### src/rtl/btn_scheduler.sv
// btn_scheduler: shared push-button front end.
//   - Divides clk down to a sample tick.
//   - Debounces each button on a 3-sample history; 011 counts as one press.
//   - Latches presses as pending requests, with sticky overflow flags.
//   - Round-robin arbitrates pending requests onto a valid/ready command port.
// Optional feature: define BTN_SCHED_REPEAT_EN to build per-button auto-repeat
// (a synthetic press every REPEAT_TICKS ticks while a button stays held).

// Per-button debounce lane: sample history, press detect, optional auto-repeat.
module btn_lane #(
  parameter int unsigned REPEAT_TICKS = 50
) (
  input  logic clk,
  input  logic rst,
  input  logic tick_i,
  input  logic btn_i,
  output logic press_o
);
  logic [2:0] hist_q;
  logic [2:0] hist_d;
  logic       edge_press;

  assign hist_d     = {hist_q[1:0], btn_i};
  assign edge_press = tick_i && (hist_d == 3'b011);

  // shift one sample into the history on every tick
  always_ff @(posedge clk or negedge rst) begin
    if (!rst)        hist_q <= '0;
    else if (tick_i) hist_q <= hist_d;
  end

`ifdef BTN_SCHED_REPEAT_EN
  localparam int unsigned RW = (REPEAT_TICKS > 1) ? $clog2(REPEAT_TICKS) : 1;

  logic [RW-1:0] rpt_q;
  logic          held;
  logic          rpt_fire;

  assign held     = tick_i && (hist_d == 3'b111);
  assign rpt_fire = held && (rpt_q == RW'(REPEAT_TICKS - 1));

  // hold-time counter: restarts on a real press or once the button reads low
  always_ff @(posedge clk or negedge rst) begin
    if (!rst)                      rpt_q <= '0;
    else if (edge_press || !hist_q[0]) rpt_q <= '0;
    else if (held)                 rpt_q <= rpt_fire ? '0 : rpt_q + 1'b1;
  end

  assign press_o = edge_press | rpt_fire;
`else
  assign press_o = edge_press;
`endif

endmodule

module btn_scheduler #(
  parameter int unsigned NUM_BTN      = 4,
  parameter int unsigned ID_W         = 2,
  parameter int unsigned TICK_DIV     = 100000,
  parameter int unsigned REPEAT_TICKS = 50
) (
  input  logic               clk,
  input  logic               rst,
  input  logic [NUM_BTN-1:0] btn_in,
  input  logic               cmd_ready,
  input  logic               ovf_clr,
  output logic               cmd_valid,
  output logic [ID_W-1:0]    cmd_id,
  output logic [NUM_BTN-1:0] pending,
  output logic [NUM_BTN-1:0] ovf_flags,
  output logic               sample_tick
);
  localparam int unsigned CW = $clog2(TICK_DIV);
  localparam logic [CW-1:0] CNT_LAST = CW'(TICK_DIV - 1);

  typedef enum logic {IDLE, OFFER} state_e;

  logic [CW-1:0]      cnt_q;
  logic               tick_q;
  logic [NUM_BTN-1:0] press;
  logic [NUM_BTN-1:0] pending_q, pending_d;
  logic [NUM_BTN-1:0] ovf_q, ovf_d;
  logic [NUM_BTN-1:0] hs_mask;
  logic               hs;
  state_e             state_q;
  logic               cmd_valid_q;
  logic [ID_W-1:0]    cmd_id_q;
  logic [ID_W-1:0]    last_q;
  logic               pick_vld;
  logic [ID_W-1:0]    pick_id;

  // free-running divider; tick is registered so it lands the cycle after the wrap
  always_ff @(posedge clk or negedge rst) begin
    if (!rst) begin
      cnt_q  <= '0;
      tick_q <= 1'b0;
    end else begin
      tick_q <= (cnt_q == CNT_LAST);
      cnt_q  <= (cnt_q == CNT_LAST) ? '0 : cnt_q + 1'b1;
    end
  end

  for (genvar g = 0; g < NUM_BTN; g++) begin : g_lane
    btn_lane #(.REPEAT_TICKS(REPEAT_TICKS)) u_lane (
      .clk    (clk),
      .rst    (rst),
      .tick_i (tick_q),
      .btn_i  (btn_in[g]),
      .press_o(press[g])
    );
  end

  assign hs = (state_q == OFFER) && cmd_ready;

  // one-hot of the request being retired by this cycle's handshake
  always_comb begin
    hs_mask = '0;
    for (int i = 0; i < NUM_BTN; i++)
      hs_mask[i] = hs && (cmd_id_q == ID_W'(i));
  end

  // a press on a bit that stays pending is lost and flagged; a press that
  // coincides with its own handshake simply re-arms the bit
  always_comb begin
    pending_d = (pending_q & ~hs_mask) | press;
    ovf_d     = (ovf_clr ? '0 : ovf_q) | (press & pending_q & ~hs_mask);
  end

  // pending request and overflow registers
  always_ff @(posedge clk or negedge rst) begin
    if (!rst) begin
      pending_q <= '0;
      ovf_q     <= '0;
    end else begin
      pending_q <= pending_d;
      ovf_q     <= ovf_d;
    end
  end

  // round-robin pick: scan farthest-first so the nearest set bit after
  // last_q is the one that sticks
  always_comb begin
    pick_vld = 1'b0;
    pick_id  = '0;
    for (int k = NUM_BTN; k >= 1; k--) begin
      for (int i = 0; i < NUM_BTN; i++) begin
        if (pending_q[i] && ((int'(last_q) + k == i) || (int'(last_q) + k == i + NUM_BTN))) begin
          pick_vld = 1'b1;
          pick_id  = ID_W'(i);
        end
      end
    end
  end

  // offer FSM: register a pick, hold it until accepted, then idle one cycle
  always_ff @(posedge clk or negedge rst) begin
    if (!rst) begin
      state_q     <= IDLE;
      cmd_valid_q <= 1'b0;
      cmd_id_q    <= '0;
      last_q      <= ID_W'(NUM_BTN - 1);
    end else begin
      case (state_q)
        IDLE: begin
          if (pick_vld) begin
            cmd_id_q    <= pick_id;
            cmd_valid_q <= 1'b1;
            state_q     <= OFFER;
          end
        end
        OFFER: begin
          if (cmd_ready) begin
            last_q      <= cmd_id_q;
            cmd_valid_q <= 1'b0;
            state_q     <= IDLE;
          end
        end
        default: begin
          cmd_valid_q <= 1'b0;
          state_q     <= IDLE;
        end
      endcase
    end
  end

  assign cmd_valid   = cmd_valid_q;
  assign cmd_id      = cmd_id_q;
  assign pending     = pending_q;
  assign ovf_flags   = ovf_q;
  assign sample_tick = tick_q;

endmodule
### config.mk
export PLATFORM = sky130hd
export DESIGN_NAME = btn_scheduler
export DESIGN_NICKNAME = d
export VERILOG_FILES = /design/src/rtl/btn_scheduler.sv
export SDC_FILE = /design/constraint.sdc
export NUM_CORES = 1
export LEC_CHECK = 0
export BUFFER_PORTS_ARGS = -buffer_cell sky130_fd_sc_hd__buf_2
export CORE_UTILIZATION = 51
export CTS_CLUSTER_DIAMETER = 150
export CTS_CLUSTER_SIZE = 24
export DETAILED_ROUTE_END_ITERATION = 8
export GPL_ROUTABILITY_DRIVEN = 0
export PLACE_DENSITY = 0.83
export RECOVER_POWER = 25
export SETUP_SLACK_MARGIN = 0.2
export SLEW_MARGIN = 20
export SYNTH_ARGS = -nofsm -noshare
export SYNTH_HDL_FRONTEND = slang
export SYNTH_SLANG_ARGS = --single-unit
### constraint.sdc
create_clock -name clk -period 1.4 [get_ports clk]
set_input_delay 0.21 -clock clk [delete_from_list [all_inputs] [get_ports clk]]
set_output_delay 0.21 -clock clk [all_outputs]
set_load 0.005 [all_outputs]
# Yosys cells after proc, flatten, opt, wreduce, memory -nomap -nowiden
# Index checks and enable logic that the tools add are counted.
[totals]
register_bits = 40
output_inout_bits = 12
elab_cells = 154
[classes]
add_sub_neg = 9
n_eq_ne = 38
mux = 39
n_bitwise = 7
n_reduce_logical = 49
[op_table]
columns = ["operator", "n"]
rows = [
  ["$eq 32x3->1 const B", 16],
  ["$eq 32x2->1 const B", 4],
  ["$logic_not 32->1", 4],
  ["$mux 2", 14],
  ["$logic_and 1x1->1", 25],
  ["$eq 3x2->1 const B", 7],
  ["$mux 1", 21],
  ["$add 17x1->17 const B", 1],
  ["$eq 17x17->1 const B", 1],
  ["$mux 17", 1],
  ["$logic_or 1x1->1", 16],
  ["$add 2x2->3 const B", 4],
  ["$and 4x4->4", 3],
  ["$eq 3x3->1 const B", 3],
  ["$add 2x3->4 const B", 2],
  ["$or 4x4->4", 2],
  ["$add 2x1->3 const B", 2],
  ["$reduce_and 2->1", 3],
  ["$eq 2x2->1 const B", 2],
  ["$eq 4x2->1 const B", 1],
  ["$eq 4x3->1 const B", 1],
  ["$mux 4", 1],
  ["$ne 2x2->1 const B", 2],
  ["$not 4->4", 1],
  ["other kinds (4)", 5],
]

# Longest topological paths before layout
[depth]
depth_word = 22
mapped_depth = 5
mapped_depth_nobuf = 5

# Cells and area by module
# Synthesis repeated with hierarchy kept, for this count alone.
[unflattened]
hier_cells = 151
area_unflattened_um2 = 1810.5
[by_module_without_submodules]
columns = ["mod", "n_inst", "cells_each", "area_per_inst_um2"]
rows = [
  ["btn_scheduler", 1, 131, 1475.2],
  ["btn_lane", 4, 5, 83.8],
]

# Least setup slack after synthesis
# Ideal clock, no wire load.
[synth_timing]
path_kind = "reg-to-reg"
from = "register cnt_q[2]"
to = "register cnt_q[15]"
setup_time_ns = 0.073
arrival_ns = 1.362
required_ns = 1.327
path_slack_ns = -0.035
stages_incl_launch_ff = 5
n_path_buf = 0
cell_sequence = "dfrtp_1 -> and4_4 -> nand3_4 -> or4_4 -> a21oi_2"
[synth_between]
elab_chain_len = 2
word_cells_on_any_way = 3
[synth_rtl]
columns = ["item", "line_no", "text"]
rows = [
  ["start: declaration", "78", "logic [CW-1:0] cnt_q;"],
  ["start signal: assignment", "99", "cnt_q <= (cnt_q == CNT_LAST) ? '0 : cnt_q + 1'b1;"],
  ["$add 17x1->17 / $eq 17x17->1 (equally long branches)", "99", ""],
  ["$mux 17 *", "99", ""],
]
# Every way passes the cells marked *; elsewhere a longest branch is shown, timed or not.
# A chain may end at the register's enable or synchronous reset.

# Worst setup path after layout
[layout_timing]
from = "register cnt_q[4]"
to = "register cnt_q[9]"
# Same word-level chain as after synthesis.

==> summary.md <==
| Metric | Value |
|---|---|
| Status | `completed` |
| Clk Latency, worst-skew pair | `about 0.35 ns` |
| Finished Cell Area | `~2300 sq um` |
| TNS Setup | `0 ns` |
| Synth unique cells | `37` |
| Kind of critical path | `register to register` |
| FF+latch count, synth | `40` |
| Top-count cell post-synth | `dfrtp_1` |
| Die Ht | `about 61 um` |
| Worst Path Arrival | `approximately 1.6 ns` |
| Final Hold Fails | `0` |
| Total CTS buffers | `5` |
| Post-detail-place hpwl | `2.54 mm` |
| Data required, critical path | `~1.7 ns` |
| Post-synth top flop | `dfrtp_1` |
| Mapped cell area | `1750 sq um` |
| Initial antenna violation count | `0` |
| FF/Latch Area | `1010 sq um` |
| Core Box Area | `roughly 3200 sq um` |
| GRT Total Usage | `between 20% and 30%` |
| Starting Density | `roughly 56%` |
| Leak | `between 1 and 1.5 nW` |
| Crit end category | `register` |
| Final Instance Count excl. Fillers | `between 200 and 250` |
| Post-Route WL | `4.20 mm` |
| Share of layout cells above drive strength 1 | `slightly below 50%` |
| Async SR Flop Fraction | `100%` |
| Worst Setup Start Kind | `register` |
| Port Buffers | `19` |
| Top post-synthesis cells by area | `dfrtp_1 54%, mux2_2 5.8%, xor2_1 5.0%` |
| Drt via density | `between 5 and 6` |
| Setup Skew | `around 0.011 ns` |
| Dpl cells | `roughly 220` |
| Final setup margin | `0.0257 ns` |
| Register area share after synthesis | `57.3%` |
| Number of fill cells | `209` |
| Max Cap Viol | `0` |
| Setup slack after placement | `-0.0470 ns` |
| CTS Buffer Depth | `2` |
| Routed Antenna Nets | `0` |
| Vias in the first global route | `1338` |
| P per Cell Area | `756 nW/um^2` |
| Synthesized instance count | `roughly 150` |
| YS warnings | `0` |
| Iteration-0 DRC Markers | `118` |
| Endpoints failing setup | `0` |
| Area Overhead vs Synth | `33.2%` |
| Worst-margin pin slew | `between 0.4 and 0.5 ns` |
| H-tree level count | `2` |
| DRC | `0` |
| Gr ovfl total | `0` |
| Worst-path clk slew | `0.12 ns` |
| RSZ-0062 raised after global routing | `true` |
| Cell area after placement | `roughly 2000 sq um` |
| Chip Width | `slightly above 60 um` |
| Min cycle time layout | `approximately 1.4 ns` |
| WL per Instance | `16.9 um` |
| Pin count of the biggest net entering global routing | `23` |
| DRT Pass-1 Iters | `7` |
| NumNets Final | `approximately 210` |
| Boundary pin count | `20` |
| Top cell type by total area after synthesis | `dfrtp_1` |
| Syn Nets | `roughly 160` |
| Clock root buffer master | `clkbuf_4` |
| Post-synth top area share | `a little over half` |
| Maximum VDD drop | `~0.71 mV` |
| Post-synth EDFFs | `0` |
| ANT cells | `0` |
| List of most frequent post-synthesis cells | `38 x dfrtp_1, 14 x nand2_1, 14 x nor2_1` |
| Tightest Hold Check Type | `primary input to register` |
| Mean Syn Cell Area | `~11 sq um` |
| First-pass GRT wire length | `6.26 mm` |
| # clock sinks | `40` |
| CTS tree | `built` |
| Tcrit/Tclk final | `slightly below 100%` |
| Die ar. | `about 3700 sq um` |
| Worst-path fanout max | `6` |
| Pins Over Slew Limit | `0` |
| Multi-input logic area | `around 840 sq um` |
| Max Clk Rate | `approximately 730 MHz` |
| DR vias | `between 1000 and 1500` |
| Row Count | `20` |
| Relative slew slack | `~70%` |
-- critical path: stages (launching register included) --
cell,delay (ns)
dfrtp_1,0.53
and4_4,0.31
and4_4,0.25
buf_6,0.13
nor2_2,0.05
-- layout by cell type (no fill, tap or decap), types with 6 or more instances in the layout --
| cell type | netlist | layout |
|---|---|---|
| dfrtp_2 | 0 | 7 |
| inv_1 | 7 | 7 |
| buf_2 | 1 | 18 |
| buf_6 | 0 | 7 |
| nand3_1 | 6 | 6 |
| buf_4 | 0 | 19 |
| nand2_1 | 14 | 13 |
| nor2_2 | 0 | 6 |
| mux2_2 | 9 | 8 |
| dfrtp_1 | 38 | 31 |
| xor2_1 | 10 | 10 |
-- stage by stage --
| step | power [mW] | hold WS [ns] | util [%] |
|---|---|---|---|
| global route | 1.82 | 0.0800 | 74.0 |
| CTS | 1.77 | 0.0662 | 69.4 |
| detailed placement | 1.22 | 0.170 | 63.4 |
| floorplan | 1.18 | -0.0856 | - |
| global placement | 1.22 | 0.164 | 63.4 |
| finish | 1.76 | 0.0854 | 74.0 |
-- logic make-up after synthesis --
kind of cell | share of synthesized area (%)
AO/OA/AOI/OAI | 7.43
XOR/XNOR | 7.00
adder cells (fa/ha/maj) | 0.715
buffers and inverters | 2.22
flip-flops | 57.3
multiplexers | 6.36
AND/OR/NAND/NOR | 18.9
-- state kept, by name, indices dropped and copies added (netlist names) --
signal,cells
g_lane.u_lane.hist_q,8
last_q,2
ovf_flags,4
cmd_valid,1
state_q,1
cnt_q,17
cmd_id,2
pending,4
sample_tick,1
-- final timing paths --
| path | startpoint | end | slack (ns) | cells after the start |
|---|---|---|---|---|
| min in group asynchronous | rst | g_lane[2].u_lane.hist_q[0] | 0.32 | 2 |
| max in group asynchronous | rst | cnt_q[8] | 0.20 | 3 |
| setup reg to reg | cnt_q[4] | cnt_q[9] | 0.03 | 4 |
| hold reg to reg | last_q[0] | last_q[0] | 0.48 | 2 |
| setup / recovery | cnt_q[4] | cnt_q[9] | 0.03 | 4 |
| hold / removal | cmd_ready | state_q | 0.09 | 2 |
-- power by group --
group          internal [mW]        switching [mW]  total (mW)  leakage, nW
logic                0.00985                0.0279      0.0377        0.555
clock network          0.194                 0.376       0.570       0.0282
registers               1.16  0.000000000000000374        1.16        0.526
-- layout make-up --
class,instances,share of cell area (%)
clock inverters,2,0.536
flip-flops and latches,40,43.4
inverters,7,1.13
repair buffers,47,14.9
multi-input cells,103,35.9
clock buffers,6,1.77
well taps,44,2.36
-- per-layer routing --
metal | routed length (um) | GRT usage (%)
met1 | 1580 | 29.8
met2 | 2220 | 40.5
met3 | 233 | 5.76
met4 | 167 | 10.1
met5 | 0 | 0
-- timing repair --
action,4_1_cts,5_1_grt
setup buffers,7,8
pin swaps,7,5
hold endpoints to repair,16,0
gates cloned,1,0
gates resized for setup,19,27
endpoints found under the setup margin,21,29
hold buffers,1,0
Note: power is estimated with default switching activity, not from simulation.
